<file path="src/rtl/plc_in_pkg.sv">
// Shared types and constants for the lathe PLC operator-panel input stage.
package plc_in_pkg;

  typedef enum logic [1:0] {
    MODE_OFF   = 2'b00,
    MODE_AUTO  = 2'b01,
    MODE_MAN   = 2'b10,
    MODE_FAULT = 2'b11
  } mode_t;

  localparam int CH_START = 0;
  localparam int CH_STOP  = 1;
  localparam int CH_SEL0  = 2;
  localparam int CH_AUTO  = 3;
  localparam int CH_MAN   = 4;
  localparam int NUM_CH   = 5;

  localparam int DEBOUNCE_DEFAULT = 1_000_000;

endpackage

</file>
<file path="src/rtl/plc_debounce.sv">
// One pad channel: 2-flop synchroniser, debounce counter, stable level,
// registered rise pulse and a rejected-transition strobe.
module plc_debounce
  import plc_in_pkg::*;
#(
  parameter int DEBOUNCE_CYCLES = DEBOUNCE_DEFAULT
) (
  input  logic clk,
  input  logic rst_n,
  input  logic din,
  output logic lvl,
  output logic rise,
  output logic glitch
);

  localparam int CW = $clog2(DEBOUNCE_CYCLES);
  localparam logic [CW-1:0] CNT_MAX = CW'(DEBOUNCE_CYCLES - 1);

  logic          s1;
  logic          s2;
  logic [CW-1:0] cnt;

  always_ff @(posedge clk or negedge rst_n) begin
    if (!rst_n) begin
      s1   <= 1'b0;
      s2   <= 1'b0;
      cnt  <= '0;
      lvl  <= 1'b0;
      rise <= 1'b0;
    end else begin
      s1   <= din;
      s2   <= s1;
      rise <= 1'b0;
      if (s2 == lvl) begin
        cnt <= '0;
      end else if (cnt == CNT_MAX) begin
        lvl  <= ~lvl;
        rise <= ~lvl;
        cnt  <= '0;
      end else begin
        cnt <= cnt + CW'(1);
      end
    end
  end

  // Sample fell back to the stable level before the count completed.
  assign glitch = (cnt != '0) && (s2 == lvl);

endmodule

</file>
<file path="src/rtl/plc_input_cond.sv">
// Operator-panel input conditioning: debounce, stop-priority pulses, mode FSM.
// Optional glitch diagnostic counter enabled by PLC_IN_GLITCH_CNT_EN.
module plc_input_cond
  import plc_in_pkg::*;
#(
  parameter int DEBOUNCE_CYCLES = DEBOUNCE_DEFAULT
) (
  input  logic       clk,
  input  logic       rst_n,
  input  logic       start_in,
  input  logic       stop_in,
  input  logic       sel0_in,
  input  logic       auto_in,
  input  logic       man_in,
  output logic       start_lvl,
  output logic       start_pulse,
  output logic       stop_lvl,
  output logic       stop_pulse,
  output logic       sel0_lvl,
  output logic       auto_o,
  output logic       man_o,
  output logic [1:0] mode,
  output logic       fault,
  output logic [7:0] glitch_cnt
);

  logic [NUM_CH-1:0] pads;
  logic [NUM_CH-1:0] lvl;
  logic [NUM_CH-1:0] rise;
  logic [NUM_CH-1:0] glt;
  logic              a;
  logic              m;
  mode_t             st;

  assign pads[CH_START] = start_in;
  assign pads[CH_STOP]  = stop_in;
  assign pads[CH_SEL0]  = sel0_in;
  assign pads[CH_AUTO]  = auto_in;
  assign pads[CH_MAN]   = man_in;

  for (genvar i = 0; i < NUM_CH; i++) begin : g_ch
    plc_debounce #(
      .DEBOUNCE_CYCLES(DEBOUNCE_CYCLES)
    ) u_db (
      .clk   (clk),
      .rst_n (rst_n),
      .din   (pads[i]),
      .lvl   (lvl[i]),
      .rise  (rise[i]),
      .glitch(glt[i])
    );
  end

  assign start_lvl = lvl[CH_START];
  assign stop_lvl  = lvl[CH_STOP];
  assign sel0_lvl  = lvl[CH_SEL0];
  assign a         = lvl[CH_AUTO];
  assign m         = lvl[CH_MAN];

  // Stop wins: no start pulse while stop is held or rising.
  assign stop_pulse  = rise[CH_STOP];
  assign start_pulse = rise[CH_START] & ~lvl[CH_STOP] & ~rise[CH_STOP];

  logic unused_rise;
  assign unused_rise = ^{rise[CH_SEL0], rise[CH_AUTO], rise[CH_MAN]};

  always_ff @(posedge clk or negedge rst_n) begin
    if (!rst_n) begin
      st <= MODE_OFF;
    end else begin
      unique case (st)
        MODE_OFF: begin
          if (a && m)  st <= MODE_FAULT;
          else if (a)  st <= MODE_AUTO;
          else if (m)  st <= MODE_MAN;
        end
        MODE_AUTO: begin
          if (a && m)  st <= MODE_FAULT;
          else if (!a) st <= MODE_OFF;
        end
        MODE_MAN: begin
          if (a && m)  st <= MODE_FAULT;
          else if (!m) st <= MODE_OFF;
        end
        MODE_FAULT: begin
          if (!a && !m) st <= MODE_OFF;
        end
        default: st <= MODE_OFF;
      endcase
    end
  end

  assign mode   = st;
  assign auto_o = (st == MODE_AUTO);
  assign man_o  = (st == MODE_MAN);
  assign fault  = (st == MODE_FAULT);

`ifdef PLC_IN_GLITCH_CNT_EN
  logic [7:0] gcnt;

  always_ff @(posedge clk or negedge rst_n) begin
    if (!rst_n) begin
      gcnt <= 8'h00;
    end else if ((|glt) && (gcnt != 8'hFF)) begin
      gcnt <= gcnt + 8'h01;
    end
  end

  assign glitch_cnt = gcnt;
`else
  logic unused_glt;
  assign unused_glt = |glt;
  assign glitch_cnt = 8'h00;
`endif

endmodule

</file>
<file path="config.mk">
export PLATFORM = sky130hd
export DESIGN_NAME = plc_input_cond
export DESIGN_NICKNAME = d
export VERILOG_FILES = /design/src/rtl/plc_in_pkg.sv /design/src/rtl/plc_debounce.sv /design/src/rtl/plc_input_cond.sv
export SDC_FILE = /design/constraint.sdc
export NUM_CORES = 1
export LEC_CHECK = 0
export BUFFER_PORTS_ARGS = -buffer_cell sky130_fd_sc_hd__buf_4
export CORE_MARGIN = 2
export CORE_UTILIZATION = 42
export DETAILED_ROUTE_END_ITERATION = 7
export PLACE_DENSITY = 0.54
export SLEW_MARGIN = 5
export SYNTH_ARGS = -nofsm -noshare
export SYNTH_HDL_FRONTEND = slang
export SYNTH_SLANG_ARGS = --single-unit
export TNS_END_PERCENT = 20
</file>
<file path="constraint.sdc">
create_clock -name clk -period 2.4 [get_ports clk]
set_input_delay 0.24 -clock clk [delete_from_list [all_inputs] [get_ports clk]]
set_output_delay 0.24 -clock clk [all_outputs]
set_load 0.005 [all_outputs]
</file>
== Yosys cells after proc, flatten, opt, wreduce, memory -nomap -nowiden ==
Index checks and enable logic that the tools add are counted.
Operators by class
  $add $sub $neg: 5
  multipliers: 0
  div/mod/pow operators: 0
  order comparisons: 0
  equal/unequal tests: 17
  shift operators: 0
  mux-type cells: 23
  bitwise gates (word level): 13
  reduce and logical (&&, ||, !) cells: 11
Operator list (count)
  2-to-1 mux 20 bit: 10
  adder 20 x 1 -> 20 bit (second input constant): 5
  == test 20 bit (second input constant): 5
  2-to-1 mux 2 bit: 8
  NOT 1 bit: 11
  AND reduction 2 bit: 5
  one-hot mux 2 bit (4 select lines): 1
  inequality test 3 bit (second input constant): 2
  == test 1 bit: 5
  == test 2 bit (second input constant): 2
  2-to-1 mux 1 bit: 4
  inequality test 4 x 2 -> 1 bit (second input constant): 1
  AND reduction 4 bit: 1
  AND 1 bit: 2
  == test 2 x 1 -> 1 bit (second input constant): 1
  logical AND 1 bit: 2
  logical NOT 1 bit: 2
  logical NOT 2 bit: 1
  inequality test 2 x 1 -> 1 bit (second input constant): 1
Word-level totals
  bits in registers: 119
  bits in latches: 0
  memory bits (writable): 0
  ROM bits: 0
  input bits: 7
  output and inout port bits: 18
  word-level logic and storage cells: 92
  memories kept: 0

== Logic depth before layout (Yosys ltp) ==
  depth in word-level cells: 4
  gate-level depth with buffers: 6
  depth with buffers taken out: 6

== Cells and area by module ==
From an unflattened synthesis, not the netlist that was laid out.
Unflattened totals
  cell total of the unflattened synthesis: 624
  area total of the unflattened synthesis: 6294.8 sq um
By module, submodules not included
  plc_debounce (g_ch[0].u_db ...): instances 4, cells an instance 118, area an instance 1198.6 sq um, seq. area each 600.6 sq um
  plc_debounce (g_ch[1].u_db): instances 1, cells an instance 122, area an instance 1213.7 sq um, seq. area each 600.6 sq um
  plc_input_cond: instances 1, cells an instance 30, area an instance 286.5 sq um, seq. area each 50.0 sq um

== Worst setup path before layout ==
Ideal clock, no wire load.
  path type: register to register
  from: register g_ch[2].u_db.cnt[0]
  to: register g_ch[2].u_db.cnt[18]
  arrival: 1.707 ns
  data required time: 2.322 ns
  path slack: 0.615 ns
  stages on the path, launching flop included: 6
  path buffers: 0
  period minus slack after synthesis: 1.785 ns
  path through: dfrtp_1 > ha_1 > nand3_1 > or3_4 > or4_1 > a21oi_1
Between the ends
  cells in the longest elaborated chain, start to end: 3
Ends and longest elaborated chain
  start, declared: line plc_debounce.sv:21  | logic [CW-1:0] cnt;
  start signal, assigned: line plc_debounce.sv:41  | cnt <= cnt + CW'(1);
  adder 20 x 1 -> 20 bit or == test 20 bit (tied branches): line plc_debounce.sv:41, plc_debounce.sv:36
  2-to-1 mux 20 bit *: line plc_debounce.sv:36  | end else if (cnt == CNT_MAX) begin
  2-to-1 mux 20 bit *: line plc_debounce.sv:34  | if (s2 == lvl) begin
Every way passes the cells marked *; elsewhere a longest branch is shown, timed or not.
A chain may end at the register's enable or synchronous reset.

== Final worst setup path ==
Same ends and word-level chain as after synthesis.

==> summary.md <==
| Metric | Value |
|---|---|
| Run status | `finished clean` |
| Sw Ratio | `20.3%` |
| Die X | `122 um` |
| CTS root buffer | `clkbuf_16` |
| Post-Synth Simple-Gate Area | `26.1%` |
| Initial Util | `42.7%` |
| Fmax | `512 MHz` |
| Mapped Area | `5880 um2` |
| Final Hold Fails | `0` |
| CTS buffer count | `17` |
| Vias in the first global route | `4133` |
| Fin cells | `819` |
| CTS tree | `done` |
| Mean Syn Cell Area | `9.91 um2` |
| Max Root-Sink Buffers | `2` |
| Top FF cell, synth | `dfrtp_1` |
| Clock Sink Count | `119` |
| Worst-Margin Slew | `0.530 ns` |
| Layout cell share with drive strength beyond 1 | `11.4%` |
| Comb power frac | `3.0%` |
| # diodes | `0` |
| Via-to-Cell Ratio | `5.16` |
| R2r startpoint | `g_ch[2].u_db.cnt[0]` |
| P_leak | `2.88 nW` |
| Main combinational cell family by area after synthesis | `simple AND/OR/NAND/NOR gates` |
| RSZ-0062 raised after global routing | `no` |
| Area growth, synth to finish | `17.5%` |
| Die Ht | `122 um` |
| Slew HR | `64.7%` |
| CP arrival | `2.29 ns` |
| Via Count | `4225` |
| Net Switching | `0.000978 W` |
| Post-Synth XOR/XNOR Area | `11.2%` |
| Setup violators final | `0` |
| Cell Rows | `43` |
| Post-synth EDFFs | `0` |
| Hpwl dp | `7.31 mm` |
| Crit Path Class | `flop to flop` |
| Clock share of power | `54.2%` |
| Sequential share of the synthesized area | `50.7%` |
| DR iter-0 viols | `200` |
| Type of destination of the critical path | `flop` |
| Overflow after GRT | `0` |
| Global-route wire length before repair | `19.2 mm` |
| Placed insts | `781` |
| WL per Instance | `13.3 um` |
| Final period utilization | `81.4%` |
| Mapped Cells | `593` |
| Die area | `15000 um2` |
| Warnings from Yosys | `0` |
| Number of port buffers | `16` |
| Nets | `643` |
| Async set or reset register ratio after synthesis | `100%` |
| Total track usage | `16.4%` |
| Most frequent cells in the layout | `dfrtp_1 (119), nor2_1 (92), xnor2_1 (47)` |
| Clock latency on the worst-skew pair | `0.41 ns` |
| Crit-path max FO | `5` |
| Pint | `0.00385 W` |
| Setup crit start | `g_ch[2].u_db.cnt[0]` |
| Clock-pin transition on the worst setup and hold timing paths | `0.05 ns` |
| Final Max Tran Viols | `0` |
| Worst vdd ir | `533 uV` |
| Gpl congestion | `0.803` |
| Initial antenna violation count | `0` |
| Crit path launch type | `flop` |
| Setup Skew | `0.00663 ns` |
| Power Density | `699 nW/um2` |
| Most common cell after layout, fill and taps aside | `dfrtp_1` |
| Compound-Gate Fraction of Synth Area | `5.13%` |
| Core Area | `13800 um2` |
| Reg2reg path depth | `5` |
| First-pass detailed-route iteration total | `4` |
| Seq pwr share | `42.7%` |
| HP Class | `input port to async pin` |
| Max cap viols | `0` |
| Final WL | `10.9 mm` |
| Post-route setup TNS | `0 ns` |
| DRC errors left | `0` |
| Mux contribution to synthesized area | `0.958%` |
| Synth Area in Adders | `2.13%` |
| I/O pin cnt | `25` |
| Post-synthesis cell type count | `43` |
| Post-synthesis register bit count | `119` |
| Critical Path RT | `2.74 ns` |
| CTS HTree Levels | `4` |
| Final ANT Viol Nets | `0` |
| Largest net degree at the start of global routing | `68` |
| Final min period | `1.95 ns` |
-- cell type report --
type                       count  area, um2
multi-input combinational    432       2730
clock inverter                 9        149
clock buffer                  23        458
sequential                   119       2980
fill                        1291       6870
timing repair buffer          35        290
inverter                      21       78.8
tap                          180        225
-- per-layer routing --
metal	track usage [%]	routed length, um	share of wire, %
met2	25.6	4940	45
met5	0	0	0
met4	6.47	173	1.6
met1	21.5	5430	50
met3	4.74	320	2.9
-- sequential cells by signal, indices dropped and copies added, names as in the netlist --
name,cells
g_ch.u_db.cnt,100
g_ch.u_db.lvl,5
g_ch.u_db.s1,5
g_ch.u_db.s2,5
g_ch.u_db.rise,2
mode,2
-- critical path, cell delays in order, from the launching register on --
cell	delay, ns
dfrtp_1	0.39
ha_1	0.22
nand3_1	0.20
or3_4	0.45
or4_1	0.47
a21oi_1	0.16
-- power groups by stage --
stage | Sequential [W] | Clock, W | Combinational [W]
after floorplan | 0.00209 | 0 | 0.0000757
after global placement | 0.00209 | 0 | 0.000142
after detailed placement | 0.00209 | 0 | 0.000144
after CTS | 0.00206 | 0.00269 | 0.000153
after global routing | 0.00206 | 0.00279 | 0.000173
final | 0.00206 | 0.00262 | 0.000147
-- repair_timing --
action                    CTS  global route
hold endpoints to repair   81             0
hold buffers                6             0
gates resized for setup     0             0
buffers inserted            0             0
-- worst paths after layout --
kind	to	slack, ns
setup / recovery	g_ch[2].u_db.cnt[18]	0.45
hold / removal	g_ch[4].u_db.cnt[10]	0.21
setup reg to reg	g_ch[2].u_db.cnt[18]	0.45
hold reg to reg	g_ch[2].u_db.s2	0.35
max in group asynchronous	g_ch[0].u_db.cnt[10]	1.43
min in group clk	g_ch[2].u_db.s2	0.35
-- synthesized netlist by cell type, types with 2 or more instances --
master,n,share of area [%]
dfrtp_1,119,51
nor2_1,92,5.9
xnor2_1,47,7.0
nand2_1,29,1.9
xor2_1,28,4.2
nand4_1,26,2.8
nand3_1,25,2.1
a21oi_1,21,1.8
inv_1,21,1.3
nor3_1,21,1.8
nor4_1,20,2.1
or3_1,15,1.6
and3_1,13,1.4
o21ai_0,13,1.1
clkbuf_1,12,0.77
o31ai_1,12,1.5
ha_1,10,2.1
buf_2,8,0.68
buf_4,8,1.0
nand4b_1,8,1.2
or4_1,7,0.89
and2_1,4,0.43
nor4b_1,4,0.60
and4_1,3,0.45
mux2_1,3,0.57
nand4_2,3,0.64
and3b_1,2,0.30
mux2_2,2,0.38
nand4_4,2,0.72
or3_4,2,0.38
-- kinds of logic (layout without fill, tap and decap cells) --
logic type,after synthesis,in the layout
buffers and inverters,49,88
other,1,8
multiplexers,5,5
adder cells (fa/ha/maj),10,10
AND/OR/NAND/NOR,283,283
XOR/XNOR,75,75
AO/OA/AOI/OAI,51,51
flip-flops,119,119
-- through the flow --
stage | total power [W] | hold WS, ns | util (%) | area (um2) | setup slack (ns)
2_1_floorplan | 0.00217 | -0.0556 | - | 5900 | 0.615
3_3_place_gp | 0.00224 | 0.0874 | 45.3 | 6240 | 0.503
3_5_place_dp | 0.00224 | 0.0955 | 45.3 | 6240 | 0.438
4_1_cts | 0.00490 | 0.187 | 50.1 | 6910 | 0.430
5_1_grt | 0.00503 | 0.207 | 50.1 | 6910 | 0.288
6_report | 0.00482 | 0.207 | 50.1 | 6910 | 0.445
(Power assumes the default switching activity.)
